`src/rtl/mem16_bridge_pkg.sv`:
```
// Shared definitions for the 16-bit-to-byte RAM bridge: state encodings,
// endianness default and response constants.
package mem16_bridge_pkg;

  localparam logic [1:0] ST_IDLE = 2'd0;
  localparam logic [1:0] ST_ACC0 = 2'd1;
  localparam logic [1:0] ST_ACC1 = 2'd2;
  localparam logic [1:0] ST_DONE = 2'd3;

  localparam bit BIG_ENDIAN_DEFAULT = 1'b1;

  localparam logic [15:0] RSP_ZERO = 16'h0000;

  // Select the high (hi=1) or low byte lane of a 16-bit word.
  function automatic logic [7:0] lane_byte(input logic [15:0] w, input logic hi);
    return hi ? w[15:8] : w[7:0];
  endfunction

endpackage

```
`src/rtl/mem16_bridge_if.sv`:
```
// Request/response channel plus byte-RAM port of the bridge; slave is the
// bridge's own view, master the core/RAM side.
interface mem16_bridge_if #(
  parameter int unsigned ADDR_W = 15
);

  logic              req_valid;
  logic              req_ready;
  logic              req_wr;
  logic              req_byte;
  logic [ADDR_W-1:0] req_addr;
  logic [15:0]       req_wdata;
  logic              rsp_valid;
  logic [15:0]       rsp_rdata;
  logic              mem_en;
  logic              mem_wr;
  logic [ADDR_W-1:0] mem_addr;
  logic [7:0]        mem_wdata;
  logic [7:0]        mem_rdata;

  modport slave (
    input  req_valid, req_wr, req_byte, req_addr, req_wdata, mem_rdata,
    output req_ready, rsp_valid, rsp_rdata, mem_en, mem_wr, mem_addr, mem_wdata
  );

  modport master (
    output req_valid, req_wr, req_byte, req_addr, req_wdata, mem_rdata,
    input  req_ready, rsp_valid, rsp_rdata, mem_en, mem_wr, mem_addr, mem_wdata
  );

endinterface

```
`src/rtl/mem16_bridge.sv`:
```
// Splits 16-bit word / 8-bit byte requests into single-byte accesses on an
// async-read, sync-write byte RAM; one transaction in flight at a time.
module mem16_bridge
  import mem16_bridge_pkg::*;
#(
  parameter int unsigned ADDR_W     = 15,
  parameter bit          BIG_ENDIAN = BIG_ENDIAN_DEFAULT
) (
  input  logic          clk,
  input  logic          reset,
  mem16_bridge_if.slave bus
);

  logic [1:0]        state_q;
  logic [1:0]        state_d;
  logic              wr_q;
  logic              byte_q;
  logic [ADDR_W-1:0] addr_q;
  logic [15:0]       wdata_q;
  logic [15:0]       rdata_q;
  logic [ADDR_W-1:0] maddr_q;
  logic [7:0]        mwdata_q;
  logic              accept;
  logic              in_acc;
  logic              hi_lane;

  assign accept = bus.req_valid && bus.req_ready;
  assign in_acc = (state_q == ST_ACC0) || (state_q == ST_ACC1);

  // Strobes are masked by reset so a reset landing in an ACC cycle
  // cannot commit a write at the edge that ends it.
  assign bus.req_ready = (state_q == ST_IDLE) && !reset;
  assign bus.mem_en    = in_acc && !reset;
  assign bus.mem_wr    = in_acc && wr_q && !reset;
  assign bus.rsp_valid = (state_q == ST_DONE) && !reset;
  assign bus.rsp_rdata = rdata_q;
  assign bus.mem_addr  = maddr_q;
  assign bus.mem_wdata = mwdata_q;

  // The first access carries the high byte when big-endian, so the high
  // half is targeted in ACC0 iff BIG_ENDIAN; byte accesses use the low half.
  assign hi_lane = !byte_q && ((state_q == ST_ACC0) == BIG_ENDIAN);

  always_comb begin
    state_d = state_q;
    case (state_q)
      ST_IDLE: if (accept) state_d = ST_ACC0;
      ST_ACC0: state_d = byte_q ? ST_DONE : ST_ACC1;
      ST_ACC1: state_d = ST_DONE;
      ST_DONE: state_d = ST_IDLE;
      default: state_d = ST_IDLE;
    endcase
  end

  always_ff @(posedge clk) begin
    if (reset) begin
      state_q  <= ST_IDLE;
      wr_q     <= 1'b0;
      byte_q   <= 1'b0;
      addr_q   <= '0;
      wdata_q  <= '0;
      rdata_q  <= RSP_ZERO;
      maddr_q  <= '0;
      mwdata_q <= '0;
    end else begin
      state_q <= state_d;
      if (accept) begin
        wr_q     <= bus.req_wr;
        byte_q   <= bus.req_byte;
        addr_q   <= bus.req_addr;
        wdata_q  <= bus.req_wdata;
        rdata_q  <= RSP_ZERO;
        maddr_q  <= bus.req_addr;
        mwdata_q <= bus.req_byte ? bus.req_wdata[7:0]
                                 : lane_byte(bus.req_wdata, BIG_ENDIAN);
      end
      // Address/data registers only move when entering an access cycle,
      // which keeps them stable through IDLE and DONE.
      if (state_q == ST_ACC0 && !byte_q) begin
        maddr_q  <= addr_q + ADDR_W'(1);
        mwdata_q <= lane_byte(wdata_q, !BIG_ENDIAN);
      end
      if (in_acc && !wr_q) begin
        if (hi_lane) rdata_q[15:8] <= bus.mem_rdata;
        else         rdata_q[7:0]  <= bus.mem_rdata;
      end
    end
  end

endmodule

```
`src/flat_wrapper.sv`:
```
// flat-port wrapper written by rule: the top's interface ports become plain ports
module mem16_bridge_flat import mem16_bridge_pkg::*;
#(
  parameter int unsigned ADDR_W     = 15,
  parameter bit          BIG_ENDIAN = BIG_ENDIAN_DEFAULT
)
  (clk, reset, bus_req_valid, bus_req_wr, bus_req_byte, bus_req_addr, bus_req_wdata, bus_mem_rdata, bus_req_ready, bus_rsp_valid, bus_rsp_rdata, bus_mem_en, bus_mem_wr, bus_mem_addr, bus_mem_wdata);
  mem16_bridge_if #(.ADDR_W(ADDR_W)) bus_i ();
  input  logic clk;
  input  logic reset;
  input wire logic [$bits(bus_i.req_valid)-1:0] bus_req_valid;
  input wire logic [$bits(bus_i.req_wr)-1:0] bus_req_wr;
  input wire logic [$bits(bus_i.req_byte)-1:0] bus_req_byte;
  input wire logic [$bits(bus_i.req_addr)-1:0] bus_req_addr;
  input wire logic [$bits(bus_i.req_wdata)-1:0] bus_req_wdata;
  input wire logic [$bits(bus_i.mem_rdata)-1:0] bus_mem_rdata;
  output wire logic [$bits(bus_i.req_ready)-1:0] bus_req_ready;
  output wire logic [$bits(bus_i.rsp_valid)-1:0] bus_rsp_valid;
  output wire logic [$bits(bus_i.rsp_rdata)-1:0] bus_rsp_rdata;
  output wire logic [$bits(bus_i.mem_en)-1:0] bus_mem_en;
  output wire logic [$bits(bus_i.mem_wr)-1:0] bus_mem_wr;
  output wire logic [$bits(bus_i.mem_addr)-1:0] bus_mem_addr;
  output wire logic [$bits(bus_i.mem_wdata)-1:0] bus_mem_wdata;
  assign bus_i.req_valid = bus_req_valid;
  assign bus_i.req_wr = bus_req_wr;
  assign bus_i.req_byte = bus_req_byte;
  assign bus_i.req_addr = bus_req_addr;
  assign bus_i.req_wdata = bus_req_wdata;
  assign bus_i.mem_rdata = bus_mem_rdata;
  assign bus_req_ready = bus_i.req_ready;
  assign bus_rsp_valid = bus_i.rsp_valid;
  assign bus_rsp_rdata = bus_i.rsp_rdata;
  assign bus_mem_en = bus_i.mem_en;
  assign bus_mem_wr = bus_i.mem_wr;
  assign bus_mem_addr = bus_i.mem_addr;
  assign bus_mem_wdata = bus_i.mem_wdata;
  mem16_bridge #(.ADDR_W(ADDR_W), .BIG_ENDIAN(BIG_ENDIAN)) u_core (.clk(clk), .reset(reset), .bus(bus_i));
endmodule
```
`config.mk`:
```
export PLATFORM = sky130hd
export DESIGN_NAME = mem16_bridge_flat
export DESIGN_NICKNAME = d
export VERILOG_FILES = /design/src/rtl/mem16_bridge_pkg.sv /design/src/rtl/mem16_bridge_if.sv /design/src/rtl/mem16_bridge.sv /design/src/flat_wrapper.sv
export SDC_FILE = /design/constraint.sdc
export NUM_CORES = 1
export LEC_CHECK = 0
export CORE_MARGIN = 1.5
export CORE_UTILIZATION = 49
export CTS_BUF_LIST = sky130_fd_sc_hd__clkbuf_4 sky130_fd_sc_hd__clkbuf_8
export DETAILED_ROUTE_END_ITERATION = 6
export PLACE_DENSITY = 0.81
export RECOVER_POWER = 25
export SYNTH_ARGS = -nofsm -noshare
export SYNTH_HDL_FRONTEND = slang
export SYNTH_SLANG_ARGS = --single-unit
export TNS_END_PERCENT = 5
```
`constraint.sdc`:
```
create_clock -name clk -period 2.3 [get_ports clk]
set_input_delay 0.23 -clock clk [delete_from_list [all_inputs] [get_ports clk]]
set_output_delay 0.23 -clock clk [all_outputs]
set_load 0.05 [all_outputs]
```
# [Yosys cells after proc, flatten, opt, wreduce, memory -nomap -nowiden]
# Index checks and enable logic that the tools add are counted.
# Widths: inputs -> output; s select.
[word_totals] wordCells=39 register_bits=66 output_inout_bits=43 inputBits=44
[op_classes] muxes=12 reduce_logical=14 n_addsub=1 eq_ne=4
[op_table] operator="$mux 8" count=5
[op_table] operator="$mux 16" count=2
[op_table] operator="$mux 15" count=2
[op_table] operator="$add 15x1->15 const B" count=1
[op_table] operator="$logic_and 1x1->1" count=8
[op_table] operator="$pmux 2 s4" count=1
[op_table] operator="$eq 2x2->1 const B" count=2
[op_table] operator="$logic_not 1->1" count=3
[op_table] operator="$eq 2x1->1 const B" count=1
[op_table] operator="$logic_not 2->1" count=1
[op_table] operator="$mux 2" count=1
[op_table] operator="$ne 2x1->1 const B" count=1
[op_table] operator="$reduce_bool 2->1" count=1
[op_table] operator="$logic_or 1x1->1" count=1
[op_table] operator="$mux 1" count=1

# [Depth between registers and ports, before layout]
# Gate-level depths: netlist (run 1).
[depth] word_depth=6 mapped_depth=8 ltp_nobuf=6

# [Worst setup path after synthesis (run 1)]
# OpenSTA, ideal clock, no wires.
[synth_timing] path_kind="reg-to-output" startpoint="reg u_core.state_q[0]" endpoint="out bus_mem_wr" n_path_buf=0 t_required_ps=2070 slack_ps=31 path_stages_with_launch=5 arrival_ps=2039 path_cell_list="dfxtp_1 > inv_1 > ha_1 > nor2b_1 > and2_1"
[synth_via] elab_chain_len=4 word_cells_on_any_way=5 cone_classes="2 x eq/ne; 3 x reduce/logical"
[synth_rtl] element="from (decl)" line_no="mem16_bridge.sv:14" source="logic [1:0] state_q;"
[synth_rtl] element="from (signal assigned)" line_no="mem16_bridge.sv:66" source="state_q <= state_d;"
[synth_rtl] element="$eq 2x1->1 / $eq 2x2->1 (equally long branches)" line_no="mem16_bridge.sv:28" source="assign in_acc = (state_q == ST_ACC0) || (state_q == ST_ACC1);"
[synth_rtl] element="$logic_or 1x1->1 *" line_no="mem16_bridge.sv:28"
[synth_rtl] element="$logic_and 1x1->1 * (2 in a row)" line_no="mem16_bridge.sv:34" source="assign bus.mem_wr = in_acc && wr_q && !reset;"
[synth_rtl] element="to (decl)" line_no="flat_wrapper.sv:21" source="output wire logic [$bits(bus_i.mem_wr)-1:0] bus_mem_wr;"
# Mark *: on every way between the ends. The rest lies on a longest branch, timed or not.

# [Worst setup path in the final report (run 1)]
[layout_timing] startpoint="reg u_core.state_q[0]" endpoint="reg u_core.maddr_q[5] (netlist: u_core.bus.mem_addr[5])"
[layout_via] elab_chain_len=4 word_cells_on_any_way=7 cone_classes="1 x eq/ne; 1 x mux; 5 x reduce/logical"
[layout_rtl] element="$logic_not 2->1" line_no="mem16_bridge.sv:32" source="assign bus.req_ready = (state_q == ST_IDLE) && !reset;"
[layout_rtl] element="$logic_and 1x1->1" line_no="mem16_bridge.sv:32"
[layout_rtl] element="$logic_and 1x1->1" line_no="mem16_bridge.sv:27" source="assign accept = bus.req_valid && bus.req_ready;"
[layout_rtl] element="$reduce_bool 2->1 (no line)"
[layout_rtl] element="to (signal assigned)" line_no="mem16_bridge.sv:73" source="maddr_q <= bus.req_addr;"
[layout_rtl] element="to (signal assigned)" line_no="mem16_bridge.sv:80" source="maddr_q <= addr_q + ADDR_W'(1);"
[layout_rtl] element="to (decl)" line_no="mem16_bridge.sv:21" source="logic [ADDR_W-1:0] maddr_q;"
# Several ways; a longest one is shown, not always the timed one.
# A chain may end at the register's enable or synchronous reset.

==> flow_metrics.py, run 1 <==
metrics = {
    "routing": {
        "wl_mm": 7.163,
        "dr.pass1.iters": 5,
        "drtIter0Drc": 96,
        "viasPerCell": 5.435,
        "dr_total_vias": 2696,
        "ant_nets": 0,
        "drc_errors": 0,
        "routedWlPerCell_um": 14.44,
    },
    "clock_network": {
        "h-tree-depth": 3,
        "clock-sinks": 66,
        "cts-root-buf": "clkbuf_8",
        "clk_pin_slew_ns": 0.07,
        "cts_buffer_depth": 2,
        "cts_resized": 0,
        "post_cts_buffers": 0,
        "hold_buffers": 0,
        "numCtsBuffers": 9,
        "tritoncts": "done",
        "clock_latency_ns": 0.34,
    },
    "layout": {
        "syn2layout_area_growth_pct": 35.87,
        "utilization_pct": 68.37,
        "diodes": 0,
        "layout-drive-gt1-share_pct": 9.264,
        "num-fill-cells": 497,
        "final-seq-area_mm2": 0.001321,
        "multiInputGateArea_mm2": 0.001489,
        "fin_nets": 466,
    },
    "yosys": {
        "synth_top_area_share_pct": 44.61,
        "syn_inst": 339,
        "yosysSeqAreaShare_pct": 44.61,
        "netlist.top_cell.by_area": "dfxtp_1",
        "synth.net_count": 388,
        "synth_area_leaders": "dfxtp_1 (45%), nand2_1 (9.6%), a21oi_1 (5.9%), a22oi_1 (4.1%), xnor2_1 (3.3%)",
        "ys_warn_count": 0,
        "avgSynthCellArea_um2": 8.736,
        "yosysUniqueCellTypes": 40,
        "ys_ff_latch": 66,
        "synth_area_mm2": 0.002962,
    },
    "sta": {
        "slew_headroom_pct": 47.38,
        "maxSlewViolCount": 0,
        "rsz0062_at_grt": "false",
        "max_freq_mhz": 495.7,
        "finalClockSkew_ns": 0.006366,
        "fin_crit_ns": 2.017,
        "tightest_slew_ns": 0.7894,
        "hold_viol": 0,
        "finalSetupTns_ns": 0,
        "setup_violations": 0,
        "post-route-period-util_pct": 87.71,
        "finalHoldWorstSlack_ns": 0.2815,
    },
    "floorplanning": {
        "fp.dieW_um": 80.75,
        "ioPinCount": 87,
        "rows": 28,
        "dieArea_mm2": 0.006520,
        "initial_core_util_pct": 50.32,
        "core-area_mm2": 0.005886,
        "die_h_um": 80.75,
    },
    "worst_setup_path": {
        "worstPathCellList": "inv_1 -> ha_1 -> nand3b_1 -> clkbuf_2 -> nand2_1 -> a31o_2 -> a21oi_1",
        "critPathRequiredTime_ns": 2.57,
        "r2r-end": "u_core.bus.mem_addr[5]$_SDFFE_PP0P_",
        "critPathMaxFanout": 40,
        "cp_num_buf_inv": 2,
        "endpoint_kind": "register",
        "cp_slowest_cell": "clkbuf_2",
        "r2r-start": "u_core.state_q[0]$_SDFFE_PP0P_",
        "cp.depth": 7,
        "crit_family": "buffers and inverters",
        "rrSetupSlack_ns": 0.28,
        "crit_path_start_kind": "register",
        "worstRegToRegCells": 7,
        "slowest_delay_ns": 0.62,
        "crit_type": "register to register",
        "arrival_ns": 2.29,
    },
    "outcome": {
        "outcome": "completed",
    },
    "flow_run": {
        "maxCapViolCount": 0,
    },
    "grt": {
        "overflow": 0,
        "antenna_found_initial": 0,
        "grt_first_pass_wirelength_mm": 11.67,
        "grt_pass1_vias": 2602,
        "grt_max_degree": 51,
        "grtUsageTotal_pct": 23.14,
    },
    "power_and_ir_drop": {
        "peakVddDrop_mv": 0.7955,
        "power_uw": 4995,
        "power_density_mw_per_mm2": 1241,
        "leakage_uw": 0.001487,
    },
    "min_path": {
        "hold_class": "primary input to register",
        "hold_path_end": "u_core.bus.rsp_rdata[12]$_SDFF_PP0_",
        "hp-start": "reset",
        "min_path_cells": 2,
    },
    "placement": {
        "port_buffers": 86,
        "place_congestion": 0.7993,
        "hpwl_mm": 4.711,
    },
}
-- sequential cells by signal (all words and copies together), names as in the netlist --
signal,flops
u_core.addr_q,15
u_core.bus.mem_wdata,8
u_core.byte_q,1
u_core.state_q,2
u_core.bus.rsp_rdata,16
u_core.wdata_q,8
u_core.wr_q,1
u_core.bus.mem_addr,15
-- stage by stage --
stage	worst slack [ns]	area, um^2	cells
global placement	0.4931	3831	481
global route	0.1231	4024	496
CTS	0.05323	4024	496
detailed placement	0.4183	3831	481
finish	0.2826	4024	496
floorplan	0.03074	2962	339
-- area by class of cell --
type / instances / area share [%]
clock buffer: 12 / 3.794
tap: 75 / 2.332
sequential: 66 / 32.84
multi-input combinational: 243 / 37.00
inverter: 5 / 0.4664
timing repair buffer: 92 / 22.57
clock inverter: 3 / 0.9950
-- worst max-delay path by stage --
stage,endpoint,from
final,u_core.bus.mem_addr[5]$_SDFFE_PP0P_,u_core.state_q[0]$_SDFFE_PP0P_
after detailed placement,bus_req_ready,u_core.state_q[0]$_SDFFE_PP0P_
after CTS,bus_req_ready,u_core.state_q[0]$_SDFFE_PP0P_
after global placement,bus_req_ready,u_core.state_q[0]$_SDFFE_PP0P_
after global routing,u_core.bus.mem_addr[5]$_SDFFE_PP0P_,u_core.state_q[0]$_SDFFE_PP0P_
after floorplan,bus_mem_wr,u_core.state_q[0]$_SDFFE_PP0P_
-- Yosys cell counts (all sizes together) --
master	instances
inv	5
a21o	3
and3	3
a311oi	4
ha	5
and3b	1
o21ai	1
nor2	23
nand2	76
o211ai	8
xor2	2
nand3	6
nand3b	10
nor4	4
nand4	2
a221oi	7
a31oi	2
dfxtp	66
a211oi	1
nor3	3
and2	1
nor4bb	1
dlygate4sd1	1
o31ai	1
a31o	2
a22oi	16
buf	12
mux2i	9
xnor2	11
nor2b	4
nand2b	2
a21oi	35
clkbuf	12
-- report_power, final --
| part | switching (uW) | total (uW) | internal (uW) |
|---|---|---|---|
| registers | 197 | 1640 | 1450 |
| logic | 1540 | 2390 | 853 |
| clock network | 414 | 959 | 545 |
| total | 2150 | 4990 | 2840 |
-- cells in the final DEF (no fill, tap or decap), drive strengths merged --
cell | netlist | final
clkdlybuf4s50 | 0 | 82
nand2 | 76 | 76
dfxtp | 66 | 66
a21oi | 35 | 35
nor2 | 23 | 23
a22oi | 16 | 16
clkbuf | 12 | 13
xnor2 | 11 | 11
nand3b | 10 | 10
mux2i | 9 | 9
o211ai | 8 | 8
buf | 12 | 8
a221oi | 7 | 7
nand3 | 6 | 6
inv | 5 | 5
ha | 5 | 5
nor4 | 4 | 4
a311oi | 4 | 4
nor2b | 4 | 4
nor3 | 3 | 3
a21o | 3 | 3
and3 | 3 | 3
nand2b | 2 | 2
a31o | 2 | 2
xor2 | 2 | 2
clkinv | 0 | 2
a31oi | 2 | 2
nand4 | 2 | 2
and2 | 1 | 1
and3b | 1 | 1
a211oi | 1 | 1
o21ai | 1 | 1
o31ai | 1 | 1
nor4bb | 1 | 1
bufinv | 0 | 1
dlymetal6s2s | 0 | 1
-- worst reg2reg max path: cells and delay by family (launching register included) --
kind | cells | cell delay, ns
flops | 1 | 0.37
compound gates | 2 | 0.38
buf+inv | 2 | 0.72
simple gates | 2 | 0.24
fa+ha+maj | 1 | 0.26
-- logic make-up (layout without fill, tap and decap cells) --
logic type	count (synthesis)	in the layout	synth area share [%]
buffers and inverters	30	112	5.197
adders and majority gates	5	5	2.112
xor gates and xnor gates	13	13	3.845
and+or+nand+nor	136	136	22.43
AOI/OAI and AO/OA	80	80	18.76
DFF	66	66	44.61
muxes	9	9	3.042
-- layer usage --
layer,routed length [um],vias to the layer above,track usage (%),share of wire (%)
met4,108,0,7.931,1.5
met3,393,11,7.191,5.5
met1,3071,1273,26.72,43
li1,-,1336,-,-
met2,3590,76,40.50,50
met5,0,-,0,0
(Power assumes the default switching activity.)
==> run 2: changes to the inputs <==
Settings changed: CORE_UTILIZATION 49 to 53, PLACE_DENSITY 0.81 to 0.87.
Clock period 2.3 ns to 2.5 ns, I/O delays scaled along.
==> flow_metrics.py, run 2 (synthesis gave the netlist of run 1 again) <==
metrics = {
    "outcome": {
        "outcome": "completed",
    },
    "power_and_ir_drop": {
        "power_uw": 4893,
        "peakVddDrop_mv": 0.7861,
        "leakage_uw": 0.001533,
        "power_density_mw_per_mm2": 1194,
    },
    "sta": {
        "tightest_slew_ns": 0.7727,
        "setup_violations": 0,
        "post-route-period-util_pct": 90.52,
        "rsz0062_at_grt": "false",
        "maxSlewViolCount": 0,
        "max_freq_mhz": 441.9,
        "hold_viol": 0,
        "fin_crit_ns": 2.263,
        "finalClockSkew_ns": 0.005056,
        "finalHoldWorstSlack_ns": 0.2685,
        "slew_headroom_pct": 48.48,
        "finalSetupTns_ns": 0,
    },
    "routing": {
        "dr_total_vias": 2688,
        "dr.pass1.iters": 4,
        "wl_mm": 7.043,
        "drc_errors": 0,
        "ant_nets": 0,
        "drtIter0Drc": 109,
        "viasPerCell": 5.419,
        "routedWlPerCell_um": 14.20,
    },
    "worst_setup_path": {
        "crit_path_start_kind": "register",
        "cp_slowest_cell": "clkdlybuf4s50_1",
        "arrival_ns": 2.01,
        "critPathMaxFanout": 5,
        "worstPathCellList": "inv_1 -> ha_1 -> nor2b_1 -> clkdlybuf4s50_1",
        "critPathRequiredTime_ns": 2.25,
        "crit_family": "buffers and inverters",
        "slowest_delay_ns": 0.81,
        "crit_type": "register to output port",
        "endpoint_kind": "output port",
        "cp_num_buf_inv": 2,
    },
    "clock_network": {
        "cts-root-buf": "clkbuf_8",
        "clock_latency_ns": 0.34,
        "numCtsBuffers": 9,
        "h-tree-depth": 3,
        "clock-sinks": 66,
        "cts_buffer_depth": 2,
        "clk_pin_slew_ns": 0.07,
        "post_cts_buffers": 0,
        "tritoncts": "done",
    },
    "layout": {
        "mostFrequentLayoutCells": "clkdlybuf4s50_1 (79), nand2_1 (76), dfxtp_1 (66), a21oi_1 (35), nor2_1 (23)",
        "layout-drive-gt1-share_pct": 9.670,
        "syn2layout_area_growth_pct": 38.36,
        "utilization_pct": 75.34,
        "largest_reg_flops": 16,
        "final_common_cell": "clkdlybuf4s50_1",
        "diodes": 0,
        "fin_nets": 468,
    },
    "grt": {
        "grt_pass1_vias": 2598,
        "grtUsageTotal_pct": 23.58,
        "grt_first_pass_wirelength_mm": 11.34,
        "overflow": 0,
        "antenna_found_initial": 0,
        "grt_max_degree": 55,
    },
    "min_path": {
        "hold_class": "primary input to register",
    },
    "floorplanning": {
        "fp.dieW_um": 77.75,
        "core-area_mm2": 0.005439,
        "dieArea_mm2": 0.006045,
        "die_h_um": 77.75,
        "ioPinCount": 87,
        "initial_core_util_pct": 54.45,
        "rows": 27,
    },
    "placement": {
        "hpwl_mm": 4.606,
        "port_buffers": 86,
        "place_congestion": 0.8190,
    },
    "flow_run": {
        "maxCapViolCount": 0,
    },
}
-- run 2: worst paths after layout --
check	cells after the start	slack (ns)	from	endpoint
max	4	0.24	u_core.state_q[0]$_SDFFE_PP0P_	bus_req_ready
min	2	0.27	reset	u_core.bus.rsp_rdata[13]$_SDFF_PP0_
max reg2reg	6	0.45	u_core.state_q[0]$_SDFFE_PP0P_	u_core.bus.mem_addr[14]$_SDFFE_PP0P_
min reg2reg	2	0.46	u_core.wdata_q[1]$_SDFFE_PP0P_	u_core.bus.mem_wdata[1]$_SDFFE_PP0P_
-- run 2: area by class of cell --
cell class | instances | area [um^2]
clock buffers | 9 | 123.9
clock inverters | 7 | 141.4
fillers | 393 | 1341
inverters | 5 | 18.77
multi-input cells | 243 | 1489
flip-flops and latches | 66 | 1321
well taps | 72 | 90.09
repair buffers | 94 | 913.4
-- run 2: per-stage QoR --
step | instance area (um^2) | setup WS (ns) | cells
finish | 4098 | 0.2369 | 496
global route | 4098 | 0.1181 | 496
CTS | 4098 | 0.06272 | 496
detailed placement | 3832 | 0.4248 | 480
global placement | 3832 | 0.4967 | 480
floorplan | 2962 | 0.2107 | 339
-- run 2: routing by layer --
metal	wire, um	GRT usage [%]
met4	219	12.91
met3	318	4.706
met5	0	0
met1	2991	26.84
met2	3513	41.04
-- run 2: report_power, final --
part / switching, uW / internal [uW]
logic: 1420 / 782
clock network: 421 / 763
registers: 183 / 1330
total: 2020 / 2870
-- run 2: repair_timing --
| action | CTS | global route |
|---|---|---|
| hold buffers | 0 | 0 |
| setup endpoints to repair | 0 | 1 |
| gates resized for setup | 0 | 1 |
==> run 3: changes to the inputs <==
Settings changed: CORE_ASPECT_RATIO from default to 0.7, CTS_BUF_LIST sky130_fd_sc_hd__clkbuf_4 sky130_fd_sc_hd__clkbuf_8 to sky130_fd_sc_hd__clkbuf_4.
==> flow_metrics.py, run 3 (synthesis gave the netlist of run 1 again) <==
metrics = {
    "worst_setup_path": {
        "endpoint_kind": "output port",
        "cp_slowest_cell": "clkdlybuf4s50_1",
        "crit_family": "buffers and inverters",
        "arrival_ns": 2.10,
        "crit_path_start_kind": "register",
        "critPathRequiredTime_ns": 2.25,
        "r2r-start": "u_core.state_q[0]$_SDFFE_PP0P_",
        "worstPathCellList": "inv_1 -> ha_1 -> nor2b_1 -> clkdlybuf4s50_1",
        "slowest_delay_ns": 0.81,
        "critPathMaxFanout": 5,
        "worstSetupStartpoint": "u_core.state_q[0]$_SDFFE_PP0P_",
        "cp-endpoint": "bus_req_ready",
        "crit_type": "register to output port",
        "worstRegToRegCells": 8,
        "cp_num_buf_inv": 2,
        "rrSetupSlack_ns": 0.24,
        "r2r-end": "u_core.bus.mem_wdata[1]$_SDFFE_PP0P_",
        "cp.depth": 4,
    },
    "sta": {
        "finalClockSkew_ns": 0.01156,
        "max_freq_mhz": 425.9,
        "tightest_slew_ns": 0.7527,
        "fin_crit_ns": 2.348,
        "rsz0062_at_grt": "false",
        "maxSlewViolCount": 0,
        "post-route-period-util_pct": 93.92,
        "setup_violations": 0,
        "hold_viol": 0,
        "slew_headroom_pct": 49.82,
        "finalSetupTns_ns": 0,
    },
    "clock_network": {
        "tritoncts": "done",
        "h-tree-depth": 3,
        "numCtsBuffers": 9,
        "hold_buffers": 0,
        "clock-sinks": 66,
        "clock_latency_ns": 0.41,
        "clk_pin_slew_ns": 0.11,
        "cts-root-buf": "clkbuf_4",
        "cts_buffer_depth": 2,
    },
    "routing": {
        "route.met3.wl_um": 436,
        "routedWlPerCell_um": 14.23,
        "met2_length_mm": 3.306,
        "drtIter0Drc": 156,
        "dr.pass1.iters": 5,
        "wl_mm": 7.042,
        "wl_met1_mm": 3.237,
        "ant_nets": 0,
        "drc_errors": 0,
        "dr_total_vias": 2717,
        "viasPerCell": 5.489,
        "routed.top_layer": "met4",
    },
    "layout": {
        "multiInputGateArea_mm2": 0.001489,
        "diodes": 0,
        "mostFrequentLayoutCells": "clkdlybuf4s50_1 (83), nand2_1 (76), dfxtp_1 (66), a21oi_1 (35), nor2_1 (23)",
        "num-fill-cells": 393,
        "largest_reg_flops": 16,
        "fin_nets": 467,
        "final-seq-area_mm2": 0.001321,
        "layout-drive-gt1-share_pct": 8.983,
        "syn2layout_area_growth_pct": 32.57,
        "final_common_cell": "clkdlybuf4s50_1",
    },
    "power_and_ir_drop": {
        "peakVddDrop_mv": 0.6750,
        "power_density_mw_per_mm2": 1090,
        "leakage_uw": 0.001431,
        "power_uw": 4280,
    },
    "floorplanning": {
        "initial_core_util_pct": 55.75,
        "dieArea_mm2": 0.006052,
        "rows": 22,
        "ioPinCount": 87,
        "die_h_um": 65.54,
        "core-area_mm2": 0.005313,
        "fp.dieW_um": 92.35,
    },
    "grt": {
        "grt_pass1_vias": 2586,
        "grt_max_degree": 53,
        "grt_first_pass_wirelength_mm": 11.54,
        "grtUsageTotal_pct": 24.55,
        "antenna_found_initial": 0,
        "overflow": 0,
    },
    "flow_run": {
        "maxCapViolCount": 0,
    },
    "placement": {
        "port_buffers": 86,
        "hpwl_mm": 4.927,
        "place_congestion": 0.8083,
    },
    "outcome": {
        "outcome": "completed",
    },
    "min_path": {
        "hold_class": "primary input to register",
    },
}
## run 3: cell types whose count changed in the layout (fill, tap and decap cells not counted), sizes merged
| cell | delta |
|---|---|
| bufinv | -4 |
| clkdlybuf4s50 | +4 |
| dlygate4sd3 | -4 |
| buf | -2 |
| clkbuf | +2 |
| clkinv | +2 |
| clkinvlp | +1 |
| dlygate4sd2 | +1 |
| dlymetal6s2s | -1 |
## run 3: timing repair
item / 4_1_cts / 5_1_grt
buffers inserted: 0 / 0
gates resized for setup: 1 / 0
endpoints found under the setup margin: 1 / 0
## run 3: how the worst min path moves through the flow
stage | cells after the start | from | end
floorplan | 2 | bus_req_wdata[0] | u_core.wdata_q[0]$_SDFFE_PP0P_
finish | 2 | reset | u_core.bus.rsp_rdata[7]$_SDFF_PP0_
global route | 2 | reset | u_core.bus.rsp_rdata[15]$_SDFF_PP0_
global placement | 2 | u_core.wdata_q[4]$_SDFFE_PP0P_ | u_core.bus.mem_wdata[4]$_SDFFE_PP0P_
CTS | 2 | reset | u_core.bus.rsp_rdata[7]$_SDFF_PP0_
detailed placement | 2 | u_core.wdata_q[6]$_SDFFE_PP0P_ | u_core.bus.mem_wdata[6]$_SDFFE_PP0P_
## run 3: worst register-to-register path, cell delays in order (launching register included)
cell	delay, ns
dfxtp_1	0.35
inv_1	0.13
ha_1	0.24
and3b_1	0.17
buf_4	0.28
clkbuf_1	0.63
nand2_1	0.11
o211ai_1	0.14
a21oi_1	0.10
## run 3: routing by layer
metal  global-route usage (%)  vias to the layer above
met5                        0                        -
met4                    7.308                        0
met3                    8.449                        9
met2                    41.08                       92
met1                    29.96                     1266
li1                         -                     1350
## run 3: final cells by class
type | instances | share of cell area [%]
Sequential cell | 66 | 33.65
Inverter | 5 | 0.4780
Clock buffer | 10 | 1.912
Tap cell | 72 | 2.294
Multi-Input combinational cell | 243 | 37.92
Timing Repair Buffer | 93 | 22.88
Clock inverter | 6 | 0.8604
## run 3: power breakdown
| part | leakage [uW] | switching [uW] | internal, uW |
|---|---|---|---|
| Sequential | 0.000540 | 185 | 1330 |
| Combinational | 0.000831 | 1420 | 774 |
| Clock | 0.0000596 | 370 | 207 |
| Total | 0.00143 | 1970 | 2310 |
## run 3: stage by stage
stage / setup WS [ns] / hold slack [ns] / area [um^2] / cells / utilization [%]
2_1_floorplan: 0.2107 / 0.3490 / 2962 / 339 / -
3_3_place_gp: 0.4691 / 0.4441 / 3837 / 479 / 72.23
3_5_place_dp: 0.4084 / 0.4524 / 3837 / 479 / 72.23
4_1_cts: 0.1284 / 0.1883 / 3945 / 495 / 74.26
5_1_grt: 0.04691 / 0.1994 / 3926 / 495 / 73.90
6_report: 0.1521 / 0.2115 / 3926 / 495 / 73.90
